==> src/rtl/byte_word_packer_pkg.sv <==
// packer_pkg: shared types and constants for the byte-to-word packer.
//   pk_state_t   : packer state (EMPTY = no byte held, HALF = high byte held)
//   out_word_t   : contents of the single output holding register
//   PAD_BYTE_DEF : default fill byte for odd-length frames
//   make_word    : builds an out_word_t from its two bytes and flags
package packer_pkg;

  typedef enum logic {
    EMPTY = 1'b0,
    HALF  = 1'b1
  } pk_state_t;

  typedef struct packed {
    logic [15:0] data;
    logic        last;
    logic        padded;
  } out_word_t;

  localparam logic [7:0] PAD_BYTE_DEF = 8'h00;

  // The first byte of a pair is the high byte (MSB-first).
  function automatic out_word_t make_word(input logic [7:0] hi_byte,
                                          input logic [7:0] lo_byte,
                                          input logic       last,
                                          input logic       padded);
    out_word_t w;
    w.data   = {hi_byte, lo_byte};
    w.last   = last;
    w.padded = padded;
    return w;
  endfunction

endpackage

==> src/rtl/byte_word_packer_if.sv <==
// byte_word_packer_if: byte input stream and word output stream of the packer.
//   in_data/in_valid/in_last/in_ready         : 8-bit stream into the packer
//   out_data/out_valid/out_last/out_padded/out_ready : 16-bit stream out
//
// Handshake: a transfer happens on a rising clock edge where valid and ready
// are both 1. A source holding valid=1 keeps its payload until the transfer;
// ready never depends on valid on the same side.
//
// Modports:
//   slave  : the packer itself
//   master : the environment (byte producer and word consumer)
interface byte_word_packer_if;
  logic [7:0]  in_data;
  logic        in_valid;
  logic        in_last;
  logic        in_ready;
  logic [15:0] out_data;
  logic        out_valid;
  logic        out_last;
  logic        out_padded;
  logic        out_ready;

  modport slave (
    input  in_data, in_valid, in_last, out_ready,
    output in_ready, out_data, out_valid, out_last, out_padded
  );

  modport master (
    output in_data, in_valid, in_last, out_ready,
    input  in_ready, out_data, out_valid, out_last, out_padded
  );
endinterface

==> src/rtl/byte_word_packer_event_counter.sv <==
// event_counter: free-running event counter that wraps modulo 2^W.
//   clk   : clock
//   rst   : asynchronous active-high reset, clears count
//   inc   : count one event this cycle
//   count : number of events since reset (mod 2^W)
module event_counter #(
  parameter int W = 32
) (
  input  logic         clk,
  input  logic         rst,
  input  logic         inc,
  output logic [W-1:0] count
);

  localparam logic [W-1:0] ONE = {{(W-1){1'b0}}, 1'b1};

  always_ff @(posedge clk or posedge rst) begin
    if (rst) begin
      count <= '0;
    end else if (inc) begin
      count <= count + ONE;
    end
  end

endmodule

==> src/rtl/byte_word_packer.sv <==
// byte_word_packer: packs a byte stream into 16-bit words, MSB-first.
// A frame ending on an odd byte is completed with PAD_BYTE in the low half.
//   clk        : sole clock, rising edge
//   rst        : asynchronous active-high reset
//   bus        : byte input / word output streams (slave side)
//   word_count : words handed off on the output
//   pad_count  : padded words handed off on the output
//   dbg_state  : current packer state
module byte_word_packer
  import packer_pkg::*;
#(
  parameter logic [7:0] PAD_BYTE = PAD_BYTE_DEF,
  parameter int         CNT_W    = 32
) (
  input  logic                 clk,
  input  logic                 rst,
  byte_word_packer_if.slave    bus,
  output logic [CNT_W-1:0]     word_count,
  output logic [CNT_W-1:0]     pad_count,
  output pk_state_t            dbg_state
);

  pk_state_t  state_q, state_d;
  logic [7:0] hold_q, hold_d;
  out_word_t  out_q, emit_word;
  logic       out_valid_q;
  logic       emit;
  logic       in_fire;
  logic       out_fire;

  // The slot can take a new word when it is empty or drains this cycle.
  // Every accepted byte may produce a word, so this gates input directly.
  assign bus.in_ready = !out_valid_q || bus.out_ready;
  assign in_fire      = bus.in_valid && bus.in_ready;
  assign out_fire     = out_valid_q && bus.out_ready;

  assign bus.out_data   = out_q.data;
  assign bus.out_last   = out_q.last;
  assign bus.out_padded = out_q.padded;
  assign bus.out_valid  = out_valid_q;
  assign dbg_state      = state_q;

  always_ff @(posedge clk or posedge rst) begin
    if (rst) begin
      state_q <= EMPTY;
      hold_q  <= 8'h00;
    end else begin
      state_q <= state_d;
      hold_q  <= hold_d;
    end
  end

  always_comb begin
    state_d   = state_q;
    hold_d    = hold_q;
    emit      = 1'b0;
    emit_word = '0;
    unique case (state_q)
      EMPTY: begin
        if (in_fire) begin
          if (bus.in_last) begin
            // Lone final byte: pad it out to a full word immediately.
            emit      = 1'b1;
            emit_word = make_word(bus.in_data, PAD_BYTE, 1'b1, 1'b1);
          end else begin
            hold_d  = bus.in_data;
            state_d = HALF;
          end
        end
      end
      HALF: begin
        if (in_fire) begin
          emit      = 1'b1;
          emit_word = make_word(hold_q, bus.in_data, bus.in_last, 1'b0);
          state_d   = EMPTY;
        end
      end
      default: state_d = EMPTY;
    endcase
  end

  // Output holding register. A new word may land in the same cycle the old
  // one drains, in which case valid simply stays high.
  always_ff @(posedge clk or posedge rst) begin
    if (rst) begin
      out_q       <= '0;
      out_valid_q <= 1'b0;
    end else if (emit) begin
      out_q       <= emit_word;
      out_valid_q <= 1'b1;
    end else if (out_fire) begin
      out_valid_q <= 1'b0;
    end
  end

  event_counter #(.W(CNT_W)) u_word_cnt (
    .clk   (clk),
    .rst   (rst),
    .inc   (out_fire),
    .count (word_count)
  );

  event_counter #(.W(CNT_W)) u_pad_cnt (
    .clk   (clk),
    .rst   (rst),
    .inc   (out_fire && out_q.padded),
    .count (pad_count)
  );

endmodule

==> src/flat_wrapper.sv <==
// flat-port wrapper written by rule: the top's interface ports become plain ports
module byte_word_packer_flat import packer_pkg::*;
#(
  parameter logic [7:0] PAD_BYTE = PAD_BYTE_DEF,
  parameter int         CNT_W    = 32
)
  (clk, rst, word_count, pad_count, dbg_state, bus_in_data, bus_in_valid, bus_in_last, bus_out_ready, bus_in_ready, bus_out_data, bus_out_valid, bus_out_last, bus_out_padded);
  byte_word_packer_if bus_i ();
  input  logic clk;
  input  logic rst;
  output logic [CNT_W-1:0] word_count;
  output logic [CNT_W-1:0] pad_count;
  output pk_state_t dbg_state;
  input wire logic [$bits(bus_i.in_data)-1:0] bus_in_data;
  input wire logic [$bits(bus_i.in_valid)-1:0] bus_in_valid;
  input wire logic [$bits(bus_i.in_last)-1:0] bus_in_last;
  input wire logic [$bits(bus_i.out_ready)-1:0] bus_out_ready;
  output wire logic [$bits(bus_i.in_ready)-1:0] bus_in_ready;
  output wire logic [$bits(bus_i.out_data)-1:0] bus_out_data;
  output wire logic [$bits(bus_i.out_valid)-1:0] bus_out_valid;
  output wire logic [$bits(bus_i.out_last)-1:0] bus_out_last;
  output wire logic [$bits(bus_i.out_padded)-1:0] bus_out_padded;
  assign bus_i.in_data = bus_in_data;
  assign bus_i.in_valid = bus_in_valid;
  assign bus_i.in_last = bus_in_last;
  assign bus_i.out_ready = bus_out_ready;
  assign bus_in_ready = bus_i.in_ready;
  assign bus_out_data = bus_i.out_data;
  assign bus_out_valid = bus_i.out_valid;
  assign bus_out_last = bus_i.out_last;
  assign bus_out_padded = bus_i.out_padded;
  byte_word_packer #(.PAD_BYTE(PAD_BYTE), .CNT_W(CNT_W)) u_core (.clk(clk), .rst(rst), .bus(bus_i), .word_count(word_count), .pad_count(pad_count), .dbg_state(dbg_state));
endmodule
==> config.mk <==
export PLATFORM = sky130hd
export DESIGN_NAME = byte_word_packer_flat
export DESIGN_NICKNAME = d
export VERILOG_FILES = /design/src/rtl/byte_word_packer_pkg.sv /design/src/rtl/byte_word_packer_if.sv /design/src/rtl/byte_word_packer_event_counter.sv /design/src/rtl/byte_word_packer.sv /design/src/flat_wrapper.sv
export SDC_FILE = /design/constraint.sdc
export NUM_CORES = 1
export LEC_CHECK = 0
export CAP_MARGIN = 20
export CORE_MARGIN = 3
export CORE_UTILIZATION = 49
export DETAILED_ROUTE_END_ITERATION = 8
export PLACE_DENSITY = 0.81
export SLEW_MARGIN = 5
export SYNTH_ARGS = -nofsm -noshare
export SYNTH_HDL_FRONTEND = slang
export SYNTH_SLANG_ARGS = --single-unit
==> constraint.sdc <==
create_clock -name clk -period 3.2 [get_ports clk]
set_clock_uncertainty 0.2 [all_clocks]
set_input_delay 0.32 -clock clk [delete_from_list [all_inputs] [get_ports clk]]
set_output_delay 0.32 -clock clk [all_outputs]
set_load 0.005 [all_outputs]
==> summary.md, run 1 <==
| Metric | Value |
|---|---|
| Status | finished clean |
| First-pass GRT wire length | 14.1 mm |
| Vias | 2875 |
| GRT Total Usage | 0.197 |
| DRC Markers | 0 |
| Buffers on Ports | 97 |
| Most common cell after layout, fill and taps aside | clkdlybuf4s50_1 |
| HP Class | in2async |
| Cell taking the most area after synthesis | dfrtp_1 |
| Cell family with most CP delay | flip-flops |
| Largest net degree at the start of global routing | 65 |
| Worst slack at placement | 0.751 ns |
| Area grow syn2layout | 33.0% |
| Filler instances | 600 |
| CTS clk-pin slew, worst paths | 0.09 ns |
| Die area | 9220 sq um |
| Register Area | 2300 sq um |
| Register bit count reported by yosys | 92 |
| Critical Path Max Stage Delay | 0.64 ns |
| I/O pins | 98 |
| Critical path endpoint category | primary output |
| Die W | 96.0 um |
| Synth Area per Inst | 11.9 sq um |
| TNS Setup | 0 ns |
| PnR worst setup slack | 1.10 ns |
| Setup Fix Bufs, Post-CTS | 0 |
| Root Driver | clkbuf_8 |
| VDD IR-drop max | 0.438 mV |
| Metal3 WL | 488 um |
| Synth Area in Adders | 0.00630 |
| Multi-input logic area | 1610 sq um |
| Iteration-0 DRC Markers | 122 |
| Slowest CP cell | dfrtp_1 |
| RSZ-0062 raised after global routing | no |
| Combinational family with the most area after synthesis | simple AND/OR/NAND/NOR gates |
| Post-Synth XOR/XNOR Area | 0.137 |
| Top Metal Used | met4 |
| Max frequency | 475 MHz |
| Final WL | 8.45 mm |
| Post-DRT Antenna Nets | 0 |
| Vias per cell | 5.30 |
| Hold violation total from the final report | 0 |
| CTS sink cnt | 92 |
| Buf/Inv on CP | 1 |
| Post-Synth Simple-Gate Area | 0.185 |
| Initial antenna violation count | 0 |
| Syn Nets | 348 |
| Wirelength per Cell | 15.6 um |
| Number of buffers created by CTS | 9 |
| # rows | 32 |
| Most frequent cells in the layout | clkdlybuf4s50_1 (97), dfrtp_1 (92), xnor2_1 (40), nand2_1 (30), nand3_1 (29) |
| Synth cell types | 34 |
| Final period util | 0.658 |
| CP Launch Type | register |
| Vias in the first global route | 2926 |
| Setup CP Type | reg2out |
| Mapped Cells | 333 |
| Post-CTS Resized | 0 |
| Post-CTS Hold Fix Bufs | 0 |
| Final net count | 450 |
| Initial core utilization | 0.509 |
| DR pass1 iterations | 4 |
| Met2 WL post-DR | 4.11 mm |
| Worst-margin pin slew | 0.533 ns |
| Chip Height | 96.0 um |
| Critical path fanouts, max | 15 |
| Slew margin rel. | 0.644 |
| Met1 WL | 3.74 mm |
| TritonCTS clock tree | done |
| Layout cell share with drive strength beyond 1 | 0.0841 |
| Top cells by area, synth | dfrtp_1 (58%), xnor2_1 (8.8%), xor2_1 (4.9%), nand3_1 (3.7%), nand2_1 (2.8%) |
| Post-synthesis cell area | 3970 sq um |
| GRT overflow | 0 |
| Fin util | 0.676 |
| GP Congestion | 0.821 |
| Mux cell area share after synthesis | 0.0284 |
| Tmin final | 2.10 ns |
| Post-synthesis sequential area ratio | 0.580 |
| Clock latency on the worst-skew pair | 0.35 ns |
| N_diodes | 0 |
| Compound-Gate Fraction of Synth Area | 0.0495 |
| Crit-path cells | clkdlybuf4s50_1 |
| Leak | 2.37 nW |
| Max-capacitance violation count | 0 |
| H-tree Lvls | 3 |
| Worst path required time | 2.68 ns |
| Final setup viols | 0 |
| Yosys top cell area share | 0.580 |
| CORE AREA | 7810 sq um |
| Worst EP arrival | 1.58 ns |
| Warnings from Yosys | 0 |
| Fin. max-slew vios | 0 |
| DP Wirelength | 6.10 mm |
| Final Power | 2.93 mW |
| PD cells | 555 nW/um^2 |
| Bufs on Longest Clock Path | 2 |
-- kinds of logic (layout without fill, tap and decap cells) --
| logic type | Yosys count | in the layout |
|---|---|---|
| AND/OR/NAND/NOR | 124 | 124 |
| buffers and inverters | 14 | 121 |
| multiplexers | 10 | 10 |
| adder cells (fa/ha/maj) | 2 | 2 |
| AO/OA/AOI/OAI | 29 | 29 |
| XOR/XNOR | 62 | 62 |
| flip-flops | 92 | 92 |
-- per-layer routing --
layer | global-route usage | vias to the layer above
met5 | 0 | -
met4 | 0.0581 | 0
met3 | 0.0555 | 11
met2 | 0.316 | 72
met1 | 0.262 | 1427
li1 | - | 1365
-- path summary, 6_finish.rpt --
kind | to | depth (start not counted) | slack [ns] | startpoint
max | dbg_state | 1 | 1.10 | u_core.dbg_state
min | u_core.u_pad_cnt.count[21] | 2 | 0.09 | rst
max reg2reg | u_core.u_word_cnt.count[26] | 6 | 1.17 | u_core.u_word_cnt.count[0]
min reg2reg | u_core.u_pad_cnt.count[31] | 1 | 0.28 | u_core.u_pad_cnt.count[31]
max in group asynchronous | u_core.hold_q[5] | 3 | 2.01 | rst
min in group clk | u_core.u_pad_cnt.count[31] | 1 | 0.28 | u_core.u_pad_cnt.count[31]
-- Yosys cell counts --
cell,n
nand4_1,7
nor3_2,3
ha_1,2
a22o_1,8
nor2b_1,2
nor3_1,2
or2_1,1
and2_1,3
buf_2,4
xor2_1,22
o21ai_1,1
and4_4,2
nor2_1,14
and3_1,12
nand3_1,29
dfrtp_1,92
and4_1,8
mux2_1,2
o21ai_0,10
inv_1,6
or3_1,1
nand4_4,2
nand3_2,1
nand2_2,1
xnor2_1,40
clkbuf_1,4
nor4_4,2
a22oi_1,8
nor4_1,3
a31oi_1,1
nand2b_2,1
nand2_1,30
a21oi_1,1
mux2_2,8
-- per-stage QoR --
stage          hold WS, ns  cells  cell area [sq um]
3_3_place_gp         0.263    525               5060
2_1_floorplan        0.237    333               3970
3_5_place_dp         0.268    525               5060
4_1_cts              0.120    541               5270
6_report            0.0946    542               5280
5_1_grt              0.130    542               5280
-- report_power, final --
part | switching, mW | internal, mW | total, mW
clock network | 0.390 | 0.461 | 0.851
logic | 0.227 | 0.370 | 0.597
registers | 0.159 | 1.32 | 1.48
total | 0.777 | 2.15 | 2.93
-- final cells by class --
type | instances | area share
sequential | 92 | 0.436
multi-input combinational | 227 | 0.305
clock buffer | 12 | 0.0275
clock inverter | 4 | 0.0137
timing repair buffer | 99 | 0.189
inverter | 6 | 0.00450
tap | 102 | 0.0242
-- flip-flops by register name, indices dropped and copies added (netlist names) --
register and count:
u_core.u_pad_cnt.count 32, u_core.bus.out_padded 1, u_core.bus.out_data 16, u_core.dbg_state 1
u_core.bus.out_last 1, u_core.u_word_cnt.count 32, u_core.bus.out_valid 1, u_core.hold_q 8
-- worst reg2reg max path: stages (launching register included) --
cell     delay [ns]
dfrtp_1        0.41
ha_1           0.20
and4_1         0.27
nand3_1        0.16
nor4_4         0.39
nand3_1        0.14
xnor2_1        0.14
Note: power is estimated with default switching activity, not from simulation.
==> inputs of run 2 (changes only) <==
==> constraint.sdc (replaced) <==
create_clock -name clk -period 2.1 [get_ports clk]
set_clock_uncertainty 0.2 [all_clocks]
set_input_delay 0.21 -clock clk [delete_from_list [all_inputs] [get_ports clk]]
set_output_delay 0.21 -clock clk [all_outputs]
set_load 0.005 [all_outputs]
==> run 2 against run 1 <==
Against the previous run:
- hold slack got worse by 0.076 ns
- global-route usage rose by 1.2 points
- largest power group unchanged
- sequential cell count did not move
- core utilization rose by 2.4 points
- final area rose by 3.5%
- first-iteration DRC count rose by 4.9%
- critical path type unchanged
- highest routed layer unchanged
- final cell count rose by 4.1%
==> summary.md, run 2 (synthesized netlist as in run 1, its figures left out) <==
| Metric | Value |
|---|---|
| PnR worst setup slack | 0.165 ns (-0.930 ns) |
| Max frequency | 517 MHz |
| Leak | 2.48 nW (+4.6%) |
| Final WL | 8.86 mm (+4.9%) |
| Post-CTS Resized | 0 (unchanged) |
| First-pass GRT wire length | 14.9 mm (+6.0%) |
| Vias | 3014 (+4.8%) |
| RR Startpoint | u_core.bus.out_valid |
| Fin cells | 564 (+4.1%) |
| Worst EP arrival | 1.52 ns (-0.06 ns) |
| GP Congestion | 0.821 (about the same) |
| Worst-margin pin slew | 0.434 ns (-0.0990 ns) |
| Bufs on Longest Clock Path | 2 (unchanged) |
| CTS sink cnt | 92 (unchanged) |
| VDD IR-drop max | 0.577 mV (+32%) |
| Post-DRT Antenna Nets | 0 (unchanged) |
| HP Class | in2async |
| GRT Total Usage | 0.209 (+0.0116) |
| CP Launch Type | register |
| Largest net degree at the start of global routing | 25 (-62%) |
| Filler instances | 594 (-1.0%) |
| Slew margin rel. | 0.710 (+0.0661) |
| I/O pins | 98 (unchanged) |
| Tmin final | 1.93 ns |
| Layout cell share with drive strength beyond 1 | 0.130 (+0.0458) |
| Clock power frac | 0.266 (-0.024) |
| Final period util | 0.921 |
| Critical path endpoint category | primary output |
| Worst path required time | 1.69 ns (-0.99 ns) |
| Clock latency on the worst-skew pair | 0.35 ns (about the same) |
| Setup CP Type | reg2out |
| Hold violation total from the final report | 0 (unchanged) |
| # rows | 32 (unchanged) |
| Fin. max-slew vios | 0 (unchanged) |
| DR pass1 iterations | 4 (unchanged) |
| Hold_ws | 0.0187 ns (-0.0760 ns) |
| Initial antenna violation count | 0 (unchanged) |
| Final net count | 473 (+5.1%) |
| Root Driver | clkbuf_8 |
| Initial core utilization | 0.509 (unchanged) |
| CTS clk-pin slew, worst paths | 0.09 ns (about the same) |
| Most frequent cells in the layout | clkdlybuf4s50_1 (97), dfrtp_1 (92), xnor2_1 (40), nand2_1 (30), nand3_1 (29) |
| GRT overflow | 0 (unchanged) |
| Combinational Power Share | 0.218 (+0.014) |
| Post-CTS Hold Fix Bufs | 0 (unchanged) |
| Internal power | 3.19 mW (+48%) |
| Critical path fanouts, max | 5 (-10) |
| R2r worst-path depth | 5 (-1) |
| Number of buffers created by CTS | 9 (unchanged) |
| Setup Fix Bufs, Post-CTS | 0 (unchanged) |
| DRC Markers | 0 (unchanged) |
| Worst slack at placement | -0.126 ns (-0.876 ns) |
| Dpl cells | 549 (+4.6%) |
| CORE AREA | 7810 sq um (unchanged) |
| Area grow syn2layout | 37.7% |
| Vias in the first global route | 3084 (+5.4%) |
| Net Sw Frac | 0.269 (+0.00401) |
| DP Wirelength | 6.61 mm (+8.3%) |
| Flop-to-flop setup slack | 0.17 ns (-1.00 ns) |
| PD cells | 797 nW/um^2 (+44%) |
| Sequential Power Share | 0.516 (+0.010) |
| Status | finished clean |
| Max-capacitance violation count | 0 (unchanged) |
| H-tree Lvls | 3 (unchanged) |
| Vias per cell | 5.34 (+0.75%) |
| Final setup viols | 0 (unchanged) |
| Wirelength per Cell | 15.7 um (+0.84%) |
| Worst r2r dst | u_core.u_pad_cnt.count[16] |
| Chip Height | 96.0 um (unchanged) |
| Iteration-0 DRC Markers | 128 (+4.9%) |
| Buffers on Ports | 97 (unchanged) |
| Die W | 96.0 um (unchanged) |
| Die area | 9220 sq um (unchanged) |
| Psw | 1.17 mW (+51%) |
| TritonCTS clock tree | done |
| Most common cell after layout, fill and taps aside | clkdlybuf4s50_1 |
| RSZ-0062 raised after global routing | no |
| N_diodes | 0 (unchanged) |
| Final Power | 4.36 mW (+49%) |
[run 2: power groups by stage]
stage               combinational [mW]  clock, mW  sequential (mW)
detailed placement               0.965          0             2.28
CTS                              0.972       1.19             2.25
floorplan                        0.363          0             2.25
global placement                 0.938          0             2.26
finish                           0.951       1.16             2.25
global route                      1.05       1.26             2.29
[run 2: how the worst max path moves through the flow]
stage	startpoint	endpoint	cells past startpoint
global placement	bus_out_ready	u_core.u_pad_cnt.count[16]	6
detailed placement	bus_out_ready	u_core.u_pad_cnt.count[16]	6
global route	u_core.bus.out_valid	u_core.u_pad_cnt.count[14]	5
CTS	u_core.u_word_cnt.count[0]	u_core.u_word_cnt.count[28]	6
finish	u_core.bus.out_valid	bus_in_ready	3
floorplan	u_core.u_word_cnt.count[0]	u_core.u_word_cnt.count[28]	6
[run 2: critical path: stages (launching register included)]
cell and delay [ns]:
dfrtp_1 0.46, nand2b_2 0.11, buf_4 0.12, clkdlybuf4s50_1 0.49
[run 2: metal layers]
metal / routed length (um) / GRT usage / vias up
met5: 0 / 0 / -
met4: 216 / 0.0841 / 0
met3: 441 / 0.0461 / 20
met2: 4300 / 0.331 / 91
met1: 3900 / 0.279 / 1492
li1: - / - / 1411
[run 2: final cells by class]
type	instances	area (sq um)	area share
Sequential cell	92	2300	0.421
Multi-Input combinational cell	227	1610	0.295
Tap cell	102	128	0.0233
Clock buffer	11	141	0.0259
Inverter	6	26.3	0.00481
Timing Repair Buffer	122	1210	0.221
Clock inverter	4	50.0	0.00915
[run 2: per-stage QoR]
step / setup TNS, ns / utilization / instance area [sq um]
floorplan: 0 / - / 3980
global placement: -0.164 / 0.676 / 5280
detailed placement: -0.890 / 0.676 / 5280
CTS: 0 / 0.700 / 5470
global route: 0 / 0.700 / 5470
finish: 0 / 0.700 / 5470
==> inputs of run 3 (changes only) <==
--- a/config.mk
+++ b/config.mk
@@ -9,7 +9,7 @@
 export CORE_MARGIN = 3
 export CORE_UTILIZATION = 49
 export DETAILED_ROUTE_END_ITERATION = 8
-export PLACE_DENSITY = 0.81
+export PLACE_DENSITY = 0.9
 export SLEW_MARGIN = 5
 export SYNTH_ARGS = -nofsm -noshare
 export SYNTH_HDL_FRONTEND = slang
==> run 3 against run 2 <==
Against the previous run:
- power shrank 0.75%
- combinational power down 1%
- sequential power barely moved
- largest cell class unchanged
- largest power group unchanged
==> summary.md, run 3 (synthesized netlist as in run 1, its figures left out) <==
| Metric | Value |
|---|---|
| CTS clk-pin slew, worst paths | 0.09 ns (about the same) |
| Hold violation total from the final report | 0 (unchanged) |
| N_diodes | 0 (unchanged) |
| H-tree Lvls | 3 (unchanged) |
| Buf/Inv on CP | 0 (-2) |
| First-pass GRT wire length | 14.6 mm (-2.2%) |
| DP Wirelength | 6.43 mm (-2.8%) |
| Post-DRT Antenna Nets | 0 (unchanged) |
| VDD IR-drop max | 0.512 mV (-11%) |
| Post-CTS Resized | 0 (unchanged) |
| PD cells | 803 nW/um^2 (+0.73%) |
| Initial antenna violation count | 0 (unchanged) |
| Status | finished clean |
| Critical path endpoint category | register |
| Post-CTS Hold Fix Bufs | 0 (unchanged) |
| Worst EP arrival | 1.98 ns (+0.46 ns) |
| Hold_ws | 0.138 ns (+0.119 ns) |
| TNS Setup | 0 ns (unchanged) |
| Critical Path Max Stage Delay | 0.45 ns (-0.04 ns) |
| Area after DPL | 5200 sq um (-1.4%) |
| Fin. max-slew vios | 0 (unchanged) |
| # rows | 32 (unchanged) |
| Initial core utilization | 0.509 (unchanged) |
| Most frequent cells in the layout | clkdlybuf4s50_1 (97), dfrtp_1 (92), xnor2_1 (40), nand2_1 (30), nand3_1 (29) |
| Filler instances | 587 (-1.2%) |
| Final setup viols | 0 (unchanged) |
| Largest net degree at the start of global routing | 93 (+270%) |
| GRT overflow | 0 (unchanged) |
| CORE AREA | 7810 sq um (unchanged) |
| Die W | 96.0 um (unchanged) |
| TritonCTS clock tree | done |
| Layout cell share with drive strength beyond 1 | 0.120 (-0.00952) |
| Max-capacitance violation count | 0 (unchanged) |
| Worst path required time | 2.14 ns (+0.45 ns) |
| HP Class | in2async |
| Bufs on Longest Clock Path | 2 (unchanged) |
| Vias per cell | 5.36 (+0.39%) |
| Max frequency | 517 MHz (about the same) |
| Number of buffers created by CTS | 9 (unchanged) |
| Cell family with most CP delay | simple AND/OR/NAND/NOR gates |
| GRT Total Usage | 0.205 (-0.00369) |
| Chip Height | 96.0 um (unchanged) |
| GP Congestion | 0.842 (+2.6%) |
| DRC Markers | 0 (unchanged) |
| Vias in the first global route | 2951 (-4.3%) |
| PnR worst setup slack | 0.164 ns (-0.00118 ns) |
| Area grow syn2layout | 35.7% |
| CP Launch Type | register |
| Iteration-0 DRC Markers | 106 (-17%) |
| Die area | 9220 sq um (unchanged) |
| Worst-margin pin slew | 0.474 ns (+0.0401 ns) |
| Slew margin rel. | 0.684 (-0.0261) |
| Critical path fanouts, max | 7 (+2) |
| Wirelength per Cell | 15.9 um (+1.0%) |
| Clock latency on the worst-skew pair | 0.35 ns (about the same) |
| CTS sink cnt | 92 (unchanged) |
| Final net count | 468 (-1.1%) |
| Slowest CP cell | dfrtp_1 |
| Fin util | 0.690 (-0.0103) |
| I/O pins | 98 (unchanged) |
| Crit-path cells | and4_1, nand3_2, nor3_2, nand4_1, xnor2_1 |
| Setup Fix Bufs, Post-CTS | 0 (unchanged) |
| Setup CP Type | reg2reg |
| Most common cell after layout, fill and taps aside | clkdlybuf4s50_1 |
| Vias | 2999 (-0.50%) |
| DR pass1 iterations | 4 (unchanged) |
| Worst slack at placement | -0.167 ns (-0.0412 ns) |
| Post-route cell area | 5390 sq um (-1.5%) |
| Final period util | 0.922 (about the same) |
| Buffers on Ports | 97 (unchanged) |
| RSZ-0062 raised after global routing | no |
| Final WL | 8.87 mm (+0.14%) |
| Root Driver | clkbuf_8 |
| Leak | 2.44 nW (-1.5%) |
| Tmin final | 1.94 ns (+0.00118 ns) |
[run 3: cell count changes in the layout (fill, tap and decap cells not counted)]
| cell | before | now |
|---|---|---|
| clkinvlp_4 | 3 | 1 |
| inv_6 | 0 | 1 |
| clkinv_2 | 1 | 0 |
| clkbuf_8 | 10 | 12 |
| clkinv_4 | 0 | 1 |
| bufinv_16 | 1 | 0 |
| buf_4 | 21 | 19 |
| buf_12 | 4 | 1 |
[run 3: layout make-up]
type / count / area (sq um) / area share
inverter: 6 / 26.3 / 0.00488
clock buffer: 13 / 169 / 0.0314
clock inverter: 2 / 17.5 / 0.00325
tap: 102 / 128 / 0.0237
sequential: 92 / 2300 / 0.427
timing repair buffer: 117 / 1130 / 0.210
multi-input combinational: 227 / 1610 / 0.299
[run 3: report_power, final]
| part | internal [mW] | leakage (nW) | switching [mW] |
|---|---|---|---|
| Clock | 0.529 | 0.0961 | 0.593 |
| Sequential | 2.02 | 1.21 | 0.245 |
| Combinational | 0.585 | 1.14 | 0.355 |
[run 3: layer usage]
layer,vias up,part of all wire,GRT usage,wire length [um]
li1,1409,-,-,-
met1,1478,0.44,0.281,3920
met2,103,0.49,0.316,4310
met3,9,0.059,0.0493,522
met4,0,0.013,0.0794,113
met5,-,0,0,0
[run 3: worst min-delay path, stage by stage]
cell and delay [ns]:
clkdlybuf4s50_1 0.44, clkinvlp_4 0.10, buf_12 0.38
[run 3: final timing paths]
kind	start	slack, ns	end	depth (start not counted)
worst min register to register	u_core.u_word_cnt.count[31]	0.28	u_core.u_word_cnt.count[31]	1
worst min-delay path	rst	0.14	u_core.u_pad_cnt.count[22]	3
worst max-delay path	u_core.bus.out_valid	0.16	u_core.u_pad_cnt.count[31]	5
worst max register to register	u_core.bus.out_valid	0.16	u_core.u_pad_cnt.count[31]	5
max in group asynchronous	rst	1.20	u_core.u_word_cnt.count[0]	3
min in group clk	u_core.u_word_cnt.count[31]	0.28	u_core.u_word_cnt.count[31]	1
[run 3: metrics by stage]
| stage | power [mW] | std cells |
|---|---|---|
| floorplan | 2.61 | 333 |
| global placement | 3.19 | 544 |
| detailed placement | 3.24 | 544 |
| CTS | 4.37 | 559 |
| global route | 4.57 | 559 |
| finish | 4.32 | 559 |
